File: src/rtl/register_bank.sv
// 32 x DATA_W register file with A/B operand latches for the multicycle MIPS datapath.
// r0 reads as zero; r29 resets to SP_INIT. BYPASS selects old/new data on same-edge collisions.
module register_bank #(
  parameter int              DATA_W  = 32,
  parameter logic [DATA_W-1:0] SP_INIT = DATA_W'(227),
  parameter bit              BYPASS  = 1'b0
) (
  input  logic              clk,
  input  logic              reset,
  input  logic              reg_write,
  input  logic [4:0]        write_reg,
  input  logic [DATA_W-1:0] write_data,
  input  logic [4:0]        read_reg1,
  input  logic [4:0]        read_reg2,
  input  logic              ab_load,
  output logic [DATA_W-1:0] read_data1,
  output logic [DATA_W-1:0] read_data2,
  output logic [DATA_W-1:0] a_out,
  output logic [DATA_W-1:0] b_out,
  input  logic [4:0]        dbg_addr,
  output logic [DATA_W-1:0] dbg_data
);

  logic [DATA_W-1:0] regs_r [1:31];
  logic [DATA_W-1:0] a_r;
  logic [DATA_W-1:0] b_r;
  logic [DATA_W-1:0] a_next_s;
  logic [DATA_W-1:0] b_next_s;
  logic              wr_en_s;

  assign wr_en_s = reg_write && (write_reg != 5'd0);

  // Combinational read ports; address 0 has no storage and reads as zero.
  always_comb begin
    read_data1 = '0;
    read_data2 = '0;
    dbg_data   = '0;
    if (read_reg1 != 5'd0) begin
      read_data1 = regs_r[read_reg1];
    end else begin
      read_data1 = '0;
    end
    if (read_reg2 != 5'd0) begin
      read_data2 = regs_r[read_reg2];
    end else begin
      read_data2 = '0;
    end
    if (dbg_addr != 5'd0) begin
      dbg_data = regs_r[dbg_addr];
    end else begin
      dbg_data = '0;
    end
  end

  // Latch capture values; wr_en_s already excludes r0, so r0 never bypasses.
  always_comb begin
    a_next_s = read_data1;
    b_next_s = read_data2;
    if (BYPASS && wr_en_s && (write_reg == read_reg1)) begin
      a_next_s = write_data;
    end else begin
      a_next_s = read_data1;
    end
    if (BYPASS && wr_en_s && (write_reg == read_reg2)) begin
      b_next_s = write_data;
    end else begin
      b_next_s = read_data2;
    end
  end

  // Register storage: reset wins over writes.
  always_ff @(posedge clk) begin
    if (reset) begin
      for (int i = 1; i < 32; i++) begin
        regs_r[i] <= (i == 29) ? SP_INIT : '0;
      end
    end else if (wr_en_s) begin
      regs_r[write_reg] <= write_data;
    end
  end

  // A/B operand latches: reset wins over ab_load.
  always_ff @(posedge clk) begin
    if (reset) begin
      a_r <= '0;
      b_r <= '0;
    end else if (ab_load) begin
      a_r <= a_next_s;
      b_r <= b_next_s;
    end
  end

  assign a_out = a_r;
  assign b_out = b_r;

endmodule

File: config.mk
export PLATFORM = sky130hd
export DESIGN_NAME = register_bank
export DESIGN_NICKNAME = d
export VERILOG_FILES = /design/src/rtl/register_bank.sv
export SDC_FILE = /design/constraint.sdc
export NUM_CORES = 2
export LEC_CHECK = 0
export ABC_CLOCK_PERIOD_IN_PS = 2900
export CORE_MARGIN = 5
export CORE_UTILIZATION = 53
export CTS_CLUSTER_SIZE = 10
export DETAILED_ROUTE_END_ITERATION = 10
export GPL_TIMING_DRIVEN = 1
export PLACE_DENSITY = 0.67
export SETUP_SLACK_MARGIN = 0.4
export SLEW_MARGIN = 40
export SYNTH_ARGS = -nofsm -noshare
export SYNTH_HDL_FRONTEND = slang
export SYNTH_SLANG_ARGS = --single-unit
File: constraint.sdc
create_clock -name clk -period 2.9 [get_ports clk]
set_input_delay 0.58 -clock clk [delete_from_list [all_inputs] [get_ports clk]]
set_output_delay 0.58 -clock clk [all_outputs]
set_load 0.01 [all_outputs]
* Yosys cells after proc, flatten, opt, wreduce, memory -nomap -nowiden
Memories as Yosys holds them, arrays and structs flattened. Cells that the tools add are included.
Cells by class: muxes and demuxes 11, reduce and logical (&&, ||, !) cells 6
Operators with widths (count):
- two-way mux 32 bit | 4
- OR reduction 32 bit | 1
- nonzero test 5 bit | 4
- two-way mux 1 bit | 6
- two-way mux 5 bit | 1
- logical AND 1 bit | 1
Word-level totals: register bits after elaboration 64, RAM bits 992, word-level logic and storage cells 20, memories 1
Memories:
- regs_r | depth 31, width 32, rd ports 3, clocked after Yosys merged registers in 0, wr ports 31, line 24 | logic [DATA_W-1:0] regs_r [1:31];

* Depth between registers and ports, before layout
word-level depth 7, depth in mapped cells 9

* Worst setup path before layout
No wires, ideal clock.
path kind input -> output, start input port dbg_addr[1], end output port dbg_data[10], arrival time 2250 ps, data required time 2320 ps, slack 70 ps, stages on the path 7, path buffers 3, cell sequence buf_2 clkbuf_1 clkbuf_1 mux4_2 mux4_2 nand2_1 o21ai_1
On the way: longest elaborated chain between the ends 2, elaborated cells between the ends (all ways) 3
Ends and longest elaborated chain:
- from (decl) | line 20 | input logic [4:0] dbg_addr,
- memory read (31 x 32 bit) or nonzero test 5 bit (tied branches)
- two-way mux 32 bit (*) | line 48 | if (dbg_addr != 5'd0) begin
- to (decl) | line 21 | output logic [DATA_W-1:0] dbg_data
Mark *: on every way between the ends. The rest lies on a longest branch, timed or not.

==> results.yml <==
run_status:
  status: "complete, but fails checks"
  violations: "setup timing"
route:
  routed_wl_mm: 290
  first_pass_iters: 9
  first_iter_violations: 9092
  drc: 0
  detail-route-antenna-nets: 0
  viasPerCell: 7.16
  vias: 52800
  routedWlPerCell_um: 39.3
synthesis:
  yosys_warnings: 0
  synth_ff_type: "edfxtp_1"
  synth_cell_types: 45
  synth_edf_count: 1024
  syn_area_per_cell_sq_um: 13.9
  ys_async_sr_fraction: 0
  ys_seq_area_frac: 0.491
  synth_area_sq_um: 65300
  synth_seq_cells: 1088
  synthCells: 4690
die:
  core_sq_um: 122000
  die_w_um: 361
  ios: 216
  rows: 128
  dieArea_sq_um: 130000
  start_util: 0.535
  die_y_um: 361
setup_path:
  crit_fanout: 3
  r2r-end: "b_out[7]$_SDFFE_PP0P_"
  crit_path_end_kind: "output pin"
  critPathLaunchType: "flip-flop"
  required_ns: 2.32
  r2r_cells: 10
  reg2reg_setup_slack_ns: 0.89
  r2r_start: "regs_r[23][7]$_SDFFCE_PN0P_"
  cp.arrival_ns: 2.72
  critPathKind: "reg2out"
timing:
  slew-limit-headroom: 0.481
  hold_slack_ns: 0.322
  setup_viol: 96
  fmax_mhz: 303
  skew_ns: 0.0242
  grt_setup_unrepaired: "yes"
  finalMaxSlewViolations: 0
  fin_ws_ns: -0.399
  min_period_ns: 3.30
  worst_pin_slew_ns: 0.776
  fin_crit_sh: 1.14
  hold_viol_final: 0
pwr:
  p_clk_frac: 0.350
  vdd_drop_max_v: 0.000632
  power_mw: 44.2
  p_switching_mw: 12.6
  p_int_mw: 31.6
  p_per_area_nw_per_um2: 510
  switching_share: 0.285
  seq_power_share: 0.427
  p_comb_frac: 0.224
  p_leak_nw: 32.5
finish:
  drive_gt1_frac: 0.448
  syn2layout_area_growth_pct: 32.6
  fillers: 8178
  final_util: 0.709
  nets: 5700
  multi_input_area_sq_um: 34100
  regArea_sq_um: 32000
placed_design:
  port_buffers: 215
  dp_hpwl_mm: 192
  place.gp.congestion: 0.986
  pre_cts_slack_ns: -1.32
global_routing:
  grt_pass1_vias: 51600
  grt_pass1_wl_mm: 398
  grtUsageTotal: 0.435
  antenna_found_initial: 35
  grt_overflow: 0
  grt_max_degree: 40
min_path:
  holdPathEnd: "regs_r[0][16]$_DFFE_PP_"
  hp-start: "write_data[16]"
  hp-class: "in2reg"
  holdPathStages: 1
clocking:
  clk_path_buf_depth: 3
  insertion_delay_ns: 0.79
  htreeDepth: 4
  path_clk_slew_ns: 0.05
  cts-hold-fix-buffers: 0
  clock-sinks: 1088
  numCtsBuffers: 133
  cts_tree: "yes"
  root_buffer: "clkbuf_16"
run:
  drv_cap: 0
[flip-flops by register name, summed over array words and instances, names as in the netlist]
signal and cells:
b_out 32, a_out 32, regs_r 1024
[logic make-up after synthesis]
family / Yosys count / synth area share
other: 1 / 0.0000575
AND/OR/NAND/NOR: 1389 / 0.124
flip-flops: 1088 / 0.491
AO/OA/AOI/OAI: 569 / 0.0654
multiplexers: 1096 / 0.280
buffers and inverters: 547 / 0.0400
[per-stage QoR]
step	cell area (sq um)	cells	setup TNS, ns
detailed placement	76500	6862	-87.23
global placement	76500	6861	-88.41
global route	86500	7351	-23.22
CTS	84800	7254	-20.68
finish	86600	7374	-20.81
floorplan	66700	4721	0
[routing by layer]
metal | vias up | routed length (um) | GRT usage
met5 | - | 13 | 0
met4 | 2 | 23100 | 0.278
met3 | 1201 | 43600 | 0.151
met2 | 4958 | 125000 | 0.635
met1 | 26400 | 98100 | 0.557
li1 | 20200 | - | -
[cell usage after synthesis (23+ instances only)]
| library cell | number | share of area |
|---|---|---|
| buf_4 | 77 | 0.0089 |
| a211oi_1 | 29 | 0.0033 |
| edfxtp_1 | 1024 | 0.47 |
| o22ai_1 | 101 | 0.0097 |
| dfxtp_1 | 64 | 0.020 |
| or2_2 | 32 | 0.0031 |
| nand2_1 | 154 | 0.0089 |
| o221ai_1 | 32 | 0.0043 |
| and2_1 | 1001 | 0.096 |
| a21oi_1 | 58 | 0.0044 |
| a22o_1 | 42 | 0.0056 |
| a22oi_1 | 125 | 0.014 |
| buf_1 | 26 | 0.0015 |
| buf_2 | 74 | 0.0057 |
| inv_1 | 33 | 0.0019 |
| mux2i_1 | 429 | 0.066 |
| mux2_2 | 91 | 0.016 |
| o21ai_1 | 48 | 0.0037 |
| buf_6 | 23 | 0.0040 |
| clkbuf_1 | 313 | 0.018 |
| nand2b_1 | 29 | 0.0028 |
| a221oi_1 | 60 | 0.0081 |
| mux4_2 | 576 | 0.20 |
| nor2_1 | 104 | 0.0060 |
[what timing repair did]
action,in CTS,in global routing
setup buffers,157,87
cloned,22,6
resized for setup,968,183
endpoints found under the setup margin,98,97
pin swaps,172,96
[how the worst max path moves through the flow]
| stage | from | to | slack (ns) |
|---|---|---|---|
| after global routing | regs_r[8][3]$_SDFFCE_PN0P_ | dbg_data[3] | -0.43 |
| after floorplan | dbg_addr[0] | dbg_data[14] | 0.23 |
| final | regs_r[31][16]$_SDFFCE_PN0P_ | read_data1[16] | -0.40 |
| after CTS | regs_r[30][17]$_SDFFCE_PN0P_ | read_data1[17] | -0.44 |
| after global placement | read_reg2[3] | read_data2[18] | -1.43 |
| after detailed placement | read_reg2[3] | read_data2[30] | -1.32 |
[power by group through the flow]
| stage | registers (mW) | logic, mW | clock network, mW |
|---|---|---|---|
| 6_report | 18.8 | 9.87 | 15.5 |
| 4_1_cts | 18.8 | 9.25 | 15.4 |
| 3_3_place_gp | 19.0 | 8.20 | 0 |
| 5_1_grt | 18.9 | 10.0 | 16.1 |
| 2_1_floorplan | 18.8 | 4.29 | 0 |
| 3_5_place_dp | 19.1 | 8.25 | 0 |
[critical path, cell delays in order (launching register included)]
cell and delay [ns]:
edfxtp_1 0.40, mux4_2 0.51, a22o_1 0.26, a211oi_2 0.24, a41o_2 0.32, nor2_2 0.05, buf_2 0.14
[layout by cell type, fill, tap and decap left out, drive strengths merged, types with 32 or more instances in the layout]
cell / synthesis / layout
a221oi: 60 / 60
dfxtp: 64 / 64
mux2i: 429 / 429
mux4: 576 / 576
clkbuf: 314 / 193
a22o: 42 / 42
inv: 33 / 39
nand2: 154 / 154
a22oi: 125 / 125
o221ai: 32 / 32
buf: 200 / 1181
and2: 1001 / 1001
clkdlybuf4s50: 0 / 101
conb: 1 / 32
nor2: 105 / 105
a21oi: 58 / 58
mux2: 91 / 91
or2: 32 / 32
o21ai: 64 / 64
o22ai: 101 / 101
edfxtp: 1024 / 1024
[cell type report]
class,count,share of cell area
inverter,33,0.00152
clock inverter,26,0.00215
timing repair buffer,1301,0.166
antenna,27,0.000780
sequential,1088,0.370
multi-input combinational,3087,0.393
tap,1625,0.0235
clock buffer,187,0.0422
Power figures use the tool's default switching activity.
